$ cat src/rtl/mem_port_arbiter_pkg.sv
`default_nettype none
// ============================================================================
// Module  : mem_port_arbiter_pkg
// Brief   : Shared types and constants for the memory port arbiter slice.
// Revision: 1.0 - initial release
// ============================================================================
package mem_port_arbiter_pkg;

  localparam int c_DEFAULT_BURST_LEN = 8;

  typedef enum logic [1:0] {
    OWN_NONE = 2'd0,
    OWN_IF   = 2'd1,
    OWN_DR   = 2'd2,
    OWN_DW   = 2'd3
  } mem_owner_e;

  typedef enum logic [2:0] {
    IDLE  = 3'd0,
    CMD   = 3'd1,
    READ  = 3'd2,
    WRITE = 3'd3,
    DONE  = 3'd4
  } arb_state_e;

  // Rotation order IF -> DR -> DW -> IF
  function automatic mem_owner_e next_owner(input mem_owner_e o);
    case (o)
      OWN_IF:  return OWN_DR;
      OWN_DR:  return OWN_DW;
      default: return OWN_IF;
    endcase
  endfunction

endpackage
`default_nettype wire

$ cat src/rtl/mem_port_arbiter_if.sv
`default_nettype none
// ============================================================================
// Module  : mem_port_arbiter_if
// Brief   : External memory port bundle (command, write and read channels).
// Revision: 1.0 - initial release
// ============================================================================
interface mem_port_arbiter_if #(
  parameter int ADDR_W = 64,
  parameter int DATA_W = 64
);
  logic              mem_req;
  logic              mem_we;
  logic [ADDR_W-1:0] mem_addr;
  logic              mem_ack;
  logic              mem_wvalid;
  logic [DATA_W-1:0] mem_wdata;
  logic              mem_wready;
  logic              mem_rvalid;
  logic [DATA_W-1:0] mem_rdata;

  modport master (
    output mem_req, mem_we, mem_addr, mem_wvalid, mem_wdata,
    input  mem_ack, mem_wready, mem_rvalid, mem_rdata
  );

  modport slave (
    input  mem_req, mem_we, mem_addr, mem_wvalid, mem_wdata,
    output mem_ack, mem_wready, mem_rvalid, mem_rdata
  );
endinterface
`default_nettype wire

$ cat src/rtl/mem_port_arbiter_pick.sv
`default_nettype none
// ============================================================================
// Module  : mem_arb_pick
// Brief   : Combinational winner select; ARB_ROUND_ROBIN_EN selects rotating
//           priority from ptr, otherwise fixed DW > DR > IF.
// Revision: 1.0 - initial release
// ============================================================================
module mem_arb_pick
  import mem_port_arbiter_pkg::*;
(
  input  logic [2:0] req,    // {dw, dr, if}
  input  mem_owner_e ptr,
  output mem_owner_e winner
);

`ifdef ARB_ROUND_ROBIN_EN
  always_comb begin
    winner = OWN_NONE;
    case (ptr)
      OWN_DR: begin
        if (req[1])      winner = OWN_DR;
        else if (req[2]) winner = OWN_DW;
        else if (req[0]) winner = OWN_IF;
      end
      OWN_DW: begin
        if (req[2])      winner = OWN_DW;
        else if (req[0]) winner = OWN_IF;
        else if (req[1]) winner = OWN_DR;
      end
      default: begin
        if (req[0])      winner = OWN_IF;
        else if (req[1]) winner = OWN_DR;
        else if (req[2]) winner = OWN_DW;
      end
    endcase
  end
`else
  logic w_unused_ptr;
  assign w_unused_ptr = ^ptr;

  always_comb begin
    winner = OWN_NONE;
    if (req[2])      winner = OWN_DW;
    else if (req[1]) winner = OWN_DR;
    else if (req[0]) winner = OWN_IF;
  end
`endif

endmodule
`default_nettype wire

$ cat src/rtl/mem_port_arbiter.sv
`default_nettype none
// ============================================================================
// Module  : mem_port_arbiter
// Brief   : Shares one memory port among IF refill, DR refill and DW writeback.
//           Optional ARB_ROUND_ROBIN_EN enables rotating grant priority.
// Revision: 1.0 - initial release
// ============================================================================
module mem_port_arbiter
  import mem_port_arbiter_pkg::*;
#(
  parameter int ADDR_W    = 64,
  parameter int DATA_W    = 64,
  parameter int BURST_LEN = c_DEFAULT_BURST_LEN
) (
  input  logic                         clk,
  input  logic                         reset,
  input  logic                         if_req,
  input  logic                         dr_req,
  input  logic                         dw_req,
  input  logic [ADDR_W-1:0]            if_addr,
  input  logic [ADDR_W-1:0]            dr_addr,
  input  logic [ADDR_W-1:0]            dw_addr,
  input  logic                         if_cancel,
  output logic                         if_busy,
  output logic                         dr_busy,
  output logic                         dw_busy,
  output logic                         if_finished,
  output logic                         dr_finished,
  output logic                         dw_finished,
  output logic [DATA_W-1:0]            rd_data,
  output logic                         if_rd_valid,
  output logic                         dr_rd_valid,
  output logic [$clog2(BURST_LEN)-1:0] rd_beat,
  input  logic [DATA_W-1:0]            dw_wdata,
  output logic                         dw_wnext,
  mem_port_arbiter_if.master           mem
);

  localparam int                 c_CNT_W = $clog2(BURST_LEN);
  localparam int                 c_OFF_W = $clog2(BURST_LEN * DATA_W / 8);
  localparam logic [c_CNT_W-1:0] c_LAST  = c_CNT_W'(BURST_LEN - 1);
  localparam logic [ADDR_W-1:0]  c_ALIGN = ~((ADDR_W'(1) << c_OFF_W) - ADDR_W'(1));

  arb_state_e          r_state, w_state_nxt;
  mem_owner_e          r_owner, r_ptr, w_winner;
  logic [ADDR_W-1:0]   r_addr, w_grant_addr;
  logic [c_CNT_W-1:0]  r_cnt;
  logic                r_cancel;
  logic                w_active, w_beat;
  logic [2:0]          w_req_vec;

  // A fetch being redirected in the same cycle must not win the port
  assign w_req_vec = {dw_req, dr_req, if_req & ~if_cancel};

  mem_arb_pick u_pick (
    .req    (w_req_vec),
    .ptr    (r_ptr),
    .winner (w_winner)
  );

  always_comb begin
    w_grant_addr = '0;
    case (w_winner)
      OWN_IF:  w_grant_addr = if_addr;
      OWN_DR:  w_grant_addr = dr_addr;
      OWN_DW:  w_grant_addr = dw_addr;
      default: w_grant_addr = '0;
    endcase
  end

  assign w_beat = ((r_state == READ) && mem.mem_rvalid) ||
                  ((r_state == WRITE) && mem.mem_wready);

  always_ff @(posedge clk or negedge reset) begin
    if (!reset) r_state <= IDLE;
    else        r_state <= w_state_nxt;
  end

  always_comb begin
    w_state_nxt    = r_state;
    mem.mem_req    = 1'b0;
    mem.mem_we     = 1'b0;
    mem.mem_wvalid = 1'b0;
    mem.mem_wdata  = '0;
    rd_data        = '0;
    if_rd_valid    = 1'b0;
    dr_rd_valid    = 1'b0;
    dw_wnext       = 1'b0;
    case (r_state)
      IDLE: begin
        if (w_winner != OWN_NONE) w_state_nxt = CMD;
      end
      CMD: begin
        mem.mem_req = 1'b1;
        mem.mem_we  = (r_owner == OWN_DW);
        if (mem.mem_ack) w_state_nxt = (r_owner == OWN_DW) ? WRITE : READ;
      end
      READ: begin
        if (mem.mem_rvalid) begin
          rd_data     = mem.mem_rdata;
          // live cancel also hides the beat it arrives with
          if_rd_valid = (r_owner == OWN_IF) && !r_cancel && !if_cancel;
          dr_rd_valid = (r_owner == OWN_DR);
          if (r_cnt == c_LAST) w_state_nxt = DONE;
        end
      end
      WRITE: begin
        mem.mem_wvalid = 1'b1;
        mem.mem_wdata  = dw_wdata;
        if (mem.mem_wready) begin
          dw_wnext = 1'b1;
          if (r_cnt == c_LAST) w_state_nxt = DONE;
        end
      end
      DONE:    w_state_nxt = IDLE;
      default: w_state_nxt = IDLE;
    endcase
  end

  always_ff @(posedge clk or negedge reset) begin
    if (!reset) begin
      r_owner  <= OWN_NONE;
      r_ptr    <= OWN_IF;
      r_addr   <= '0;
      r_cnt    <= '0;
      r_cancel <= 1'b0;
    end else begin
      case (r_state)
        IDLE: begin
          r_cancel <= 1'b0;
          if (w_winner != OWN_NONE) begin
            r_owner <= w_winner;
            r_addr  <= w_grant_addr & c_ALIGN;
            r_ptr   <= next_owner(w_winner);
          end
        end
        CMD:  if (mem.mem_ack) r_cnt <= '0;
        DONE: r_owner <= OWN_NONE;
        default: if (w_beat) r_cnt <= r_cnt + 1'b1;
      endcase
      if (((r_state == CMD) || (r_state == READ)) && (r_owner == OWN_IF) && if_cancel)
        r_cancel <= 1'b1;
    end
  end

  assign w_active      = (r_state == CMD) || (r_state == READ) || (r_state == WRITE);
  assign if_busy       = w_active && (r_owner == OWN_IF) && !r_cancel;
  assign dr_busy       = w_active && (r_owner == OWN_DR);
  assign dw_busy       = w_active && (r_owner == OWN_DW);
  assign if_finished   = (r_state == DONE) && (r_owner == OWN_IF) && !r_cancel;
  assign dr_finished   = (r_state == DONE) && (r_owner == OWN_DR);
  assign dw_finished   = (r_state == DONE) && (r_owner == OWN_DW);
  assign rd_beat       = r_cnt;
  assign mem.mem_addr  = r_addr;

endmodule
`default_nettype wire

$ cat src/flat_wrapper.sv
// flat-port wrapper written by rule: the top's interface ports become plain ports
module mem_port_arbiter_flat import mem_port_arbiter_pkg::*;
#(
  parameter int ADDR_W    = 64,
  parameter int DATA_W    = 64,
  parameter int BURST_LEN = c_DEFAULT_BURST_LEN
)
  (clk, reset, if_req, dr_req, dw_req, if_addr, dr_addr, dw_addr, if_cancel, if_busy, dr_busy, dw_busy, if_finished, dr_finished, dw_finished, rd_data, if_rd_valid, dr_rd_valid, rd_beat, dw_wdata, dw_wnext, mem_mem_req, mem_mem_we, mem_mem_addr, mem_mem_wvalid, mem_mem_wdata, mem_mem_ack, mem_mem_wready, mem_mem_rvalid, mem_mem_rdata);
  mem_port_arbiter_if #(.ADDR_W(ADDR_W), .DATA_W(DATA_W)) mem_i ();
  input  logic clk;
  input  logic reset;
  input  logic if_req;
  input  logic dr_req;
  input  logic dw_req;
  input  logic [ADDR_W-1:0] if_addr;
  input  logic [ADDR_W-1:0] dr_addr;
  input  logic [ADDR_W-1:0] dw_addr;
  input  logic if_cancel;
  output logic if_busy;
  output logic dr_busy;
  output logic dw_busy;
  output logic if_finished;
  output logic dr_finished;
  output logic dw_finished;
  output logic [DATA_W-1:0] rd_data;
  output logic if_rd_valid;
  output logic dr_rd_valid;
  output logic [$clog2(BURST_LEN)-1:0] rd_beat;
  input  logic [DATA_W-1:0] dw_wdata;
  output logic dw_wnext;
  output wire logic [$bits(mem_i.mem_req)-1:0] mem_mem_req;
  output wire logic [$bits(mem_i.mem_we)-1:0] mem_mem_we;
  output wire logic [$bits(mem_i.mem_addr)-1:0] mem_mem_addr;
  output wire logic [$bits(mem_i.mem_wvalid)-1:0] mem_mem_wvalid;
  output wire logic [$bits(mem_i.mem_wdata)-1:0] mem_mem_wdata;
  input wire logic [$bits(mem_i.mem_ack)-1:0] mem_mem_ack;
  input wire logic [$bits(mem_i.mem_wready)-1:0] mem_mem_wready;
  input wire logic [$bits(mem_i.mem_rvalid)-1:0] mem_mem_rvalid;
  input wire logic [$bits(mem_i.mem_rdata)-1:0] mem_mem_rdata;
  assign mem_mem_req = mem_i.mem_req;
  assign mem_mem_we = mem_i.mem_we;
  assign mem_mem_addr = mem_i.mem_addr;
  assign mem_mem_wvalid = mem_i.mem_wvalid;
  assign mem_mem_wdata = mem_i.mem_wdata;
  assign mem_i.mem_ack = mem_mem_ack;
  assign mem_i.mem_wready = mem_mem_wready;
  assign mem_i.mem_rvalid = mem_mem_rvalid;
  assign mem_i.mem_rdata = mem_mem_rdata;
  mem_port_arbiter #(.ADDR_W(ADDR_W), .DATA_W(DATA_W), .BURST_LEN(BURST_LEN)) u_core (.clk(clk), .reset(reset), .if_req(if_req), .dr_req(dr_req), .dw_req(dw_req), .if_addr(if_addr), .dr_addr(dr_addr), .dw_addr(dw_addr), .if_cancel(if_cancel), .if_busy(if_busy), .dr_busy(dr_busy), .dw_busy(dw_busy), .if_finished(if_finished), .dr_finished(dr_finished), .dw_finished(dw_finished), .rd_data(rd_data), .if_rd_valid(if_rd_valid), .dr_rd_valid(dr_rd_valid), .rd_beat(rd_beat), .dw_wdata(dw_wdata), .dw_wnext(dw_wnext), .mem(mem_i));
endmodule
$ cat config.mk
export PLATFORM = sky130hd
export DESIGN_NAME = mem_port_arbiter_flat
export DESIGN_NICKNAME = d
export VERILOG_FILES = /design/src/rtl/mem_port_arbiter_pkg.sv /design/src/rtl/mem_port_arbiter_if.sv /design/src/rtl/mem_port_arbiter_pick.sv /design/src/rtl/mem_port_arbiter.sv /design/src/flat_wrapper.sv
export SDC_FILE = /design/constraint.sdc
export NUM_CORES = 1
export LEC_CHECK = 0
export ABC_AREA = 1
export CORE_AREA = 2 2 211 213
export DETAILED_ROUTE_END_ITERATION = 10
export DIE_AREA = 0 0 213 215
export DONT_BUFFER_PORTS = 1
export PLACE_DENSITY = 0.3
export SLEW_MARGIN = 30
export SYNTH_ARGS = -nofsm -noshare
export SYNTH_HDL_FRONTEND = slang
export SYNTH_SLANG_ARGS = --single-unit
export TNS_END_PERCENT = 30
$ cat constraint.sdc
create_clock -name clk -period 1.4 [get_ports clk]
set_input_delay 0 -clock clk [delete_from_list [all_inputs] [get_ports clk]]
set_output_delay 0 -clock clk [all_outputs]
set_load 0.05 [all_outputs]
==> flow_metrics.tcl <==
set metrics [dict create \
    synth_flop_cell "dfrtp_1" \
    yosys.area.top_type "dfrtp_1" \
    tns_ps -34240 \
    fillers 4742 \
    grt-ovfl-total 0 \
    power_density_nw_per_um2 1759 \
    seq_power_share 0.169 \
    drv_cap 0 \
    die_x_um 213 \
    synth_cells 869 \
    crit_required_ps 1400 \
    drt_iter0_drc 233 \
    slowest_stage "dfrtp_1" \
    hold-worst-slack_ps -649.4 \
    yosysMostFrequentCell "nand2_1" \
    synthTopCellsByCount "nand2_1, nor2_1, nand3_1, inv_1, dfrtp_1" \
    clk_path_buf_depth 2 \
    clock_latency_ps 350 \
    failed_checks "negative hold slack, negative setup slack" \
    fin_crit_ps 1692 \
    design_area_um2 11100 \
    hold_buffers 124 \
    startpoint_type "register" \
    syn_area_um2 5032 \
    p_leak_uw 0.005148 \
    finalNetCount 1530 \
    yosysWarnings 0 \
    cp_max_fo 6 \
    layout_setup_ws_ps -292.2 \
    drt-total-wl_um 27440 \
    drive_above_1_share 0.3289 \
    combPwrFrac 0.710 \
    async_reset_ff_frac 1.000 \
    io_pins 536 \
    worst_ep_arrival_time_ps 1690 \
    ys_seq_area_frac 0.3332 \
    cts_made_buffers 9 \
    synth-seq-cells 67 \
    grtUsageTotal 0.1144 \
    gp_congestion 0.7726 \
    hpwlAfterDp_um 20480 \
    cts.sinks 67 \
    ant_nets 0 \
    core_um2 43640 \
    cp_top_family "buffers and inverters" \
    fin_worst_skew_ps 11.42 \
    hold_path_class "in2async" \
    power.total_uw 19530 \
    swShare 0.5289 \
    cts_tree "done" \
    end_kind "primary output" \
    dpl_cell_area_um2 8607 \
    ir_drop_v 0.0007399 \
    grt_pass1_wl_um 39870 \
    routed-via-count 6909 \
    drtPass1Iterations 7 \
    grt_pass1_vias 7039 \
    slew_violations 0 \
    synth_top_area_share 0.3332 \
    path_cells "buf_6 > nor2_4 > inv_6 > buf_12 > buf_12 > nor2_4 > buf_12" \
    cp_common_cell "buf_12" \
    viasPerCell 3.845 \
    fp-row-count 77 \
    clkTransAtPathRegs_ps 60 \
    start_util 0.1153 \
    power_switching_uw 10330 \
    cp_slowest_stage_delay_ps 420 \
    clockPowerShare 0.122 \
    drc 0 \
    synth_edf_count 0 \
    antenna_found_initial 1 \
    finalCritPeriodShare 1.209 \
    wl_per_cell_um 15.27 \
    avgSynthCellArea_um2 5.791 \
    cts_max_level 3 \
    synth_area_leaders "dfrtp_1, nand2_1, nand3_1, nor2_1, inv_1" \
    max_clock_freq_ghz 0.5909 \
    synth.distinct_cells 22 \
    criticalPathCategory "reg2out" \
    setup_viol 204 \
    internal_power_uw 9198 \
    fp.dieH_um 215 \
    cp_num_buf_inv 5 \
    status "finished with violations" \
    fin_util 0.2544 \
    rsz0062_at_grt "yes" \
    port-buffer-count 0 \
    grt_max_degree 68 \
    cts-root-buf "clkbuf_16" \
    synthToLayoutAreaGrowth_pct 120.6 \
    hold_viol_final 67 \
    die_area_um2 45800 \
]
-- cells by family after synthesis --
group	Yosys count	synth area share
buf+inv	149	0.1310
fa+ha+maj	2	0.004972
other cells	1	0.0007452
compound gates	43	0.04500
flops	67	0.3332
simple gates	607	0.4851
-- power groups by stage --
stage	Clock [uW]	Combinational, uW	Sequential, uW
2_1_floorplan	0	5230	5870
6_report	2370	13900	3300
5_1_grt	2570	14700	3410
3_5_place_dp	0	12200	3290
4_1_cts	2510	13700	3300
3_3_place_gp	0	12200	3290
-- worst reg2reg max path: stages, from the launching register on --
cell     delay, ps
dfrtp_1        410
buf_6          140
buf_4          130
inv_2           70
nor2_4          40
buf_4          120
buf_4          130
nand3_1         80
nand2_1         70
nor2_1         160
nand3_1        100
nand2_1         80
-- per-layer routing --
layer | GRT usage | part of all wire | up-vias
met5 | 0 | 0 | -
li1 | - | - | 3293
met2 | 0.2084 | 0.50 | 395
met4 | 0.06154 | 0.042 | 0
met1 | 0.1183 | 0.37 | 3181
met3 | 0.03025 | 0.092 | 40
-- cell usage in the layout (no fill, tap or decap) --
cell type        n
dlygate4sd3_1  122
dfrtp_1         67
o21ai_1         17
nand2_4          2
nand2_1        339
nand3_4          2
buf_6           60
nor2_4          88
buf_12          83
nor2_1          45
o21ai_0          6
nand3_2          2
nand3_1        106
ha_1             2
buf_8           21
nor2_2          16
a21oi_1         19
clkinv_4         1
nand2_2          3
o21ai_4          1
nand4_1          2
clkinv_2         1
inv_1           76
diode_2          1
clkinvlp_4       2
clkbuf_16       10
inv_6            4
inv_4            1
bufinv_16        1
conb_1           6
buf_4           91
nor3_1           1
inv_2            6
nor3_4           1
-- layout make-up --
class,count,area [um2],area share
clock inverters,7,76.32,0.006875
clock buffers,9,225.2,0.02029
diodes,1,2.502,0.0002254
inverters,85,331.6,0.02987
repair buffers,378,4582,0.4127
flip-flops and latches,67,1677,0.1510
well taps,592,740.7,0.06672
multi-input cells,658,3467,0.3123
-- state kept, by name, summed over array words and instances, names as in the netlist --
register / cells
u_core.mem.mem_addr: 58
u_core.r_state: 3
u_core.rd_beat: 3
u_core.r_owner: 2
u_core.r_cancel: 1
-- final timing paths --
kind / start / to / slack (ps) / depth (start not counted)
setup / recovery: u_core.r_state[2]$_DFFE_PN0P_ / mem_mem_wdata[29] / -290 / 7
hold / removal: reset / u_core.mem.mem_addr[26]$_DFFE_PN0P_ / -650 / 0
setup reg to reg: u_core.r_state[1]$_DFFE_PN0P_ / u_core.r_state[0]$_DFFE_PN0P_ / -190 / 11
hold reg to reg: u_core.mem.mem_addr[54]$_DFFE_PN0P_ / u_core.mem.mem_addr[54]$_DFFE_PN0P_ / 480 / 2
max in group asynchronous: reset / u_core.rd_beat[1]$_DFFE_PN0P_ / 1890 / 0
min in group clk: dr_req / u_core.r_state[1]$_DFFE_PN0P_ / 50 / 4
-- metrics by stage --
| stage | std cells | setup WS [ps] | hold WS [ps] |
|---|---|---|---|
| floorplan | 874 | -204.4 | -295.6 |
| finish | 1797 | -292.2 | -649.4 |
| CTS | 1794 | -326.2 | -680.3 |
| global route | 1797 | -359.1 | -680.5 |
| global placement | 1633 | -5.476 | -292.6 |
| detailed placement | 1633 | -18.54 | -292.9 |
-- repair_timing --
action                                  in CTS  in global routing
cloned                                       2                  1
gates resized for setup                    141                 60
hold endpoints to repair                   131                 67
endpoints found under the setup margin     179                207
setup buffers                               19                  3
pin swaps                                    9                  6
Note: power is estimated with default switching activity, not from simulation.
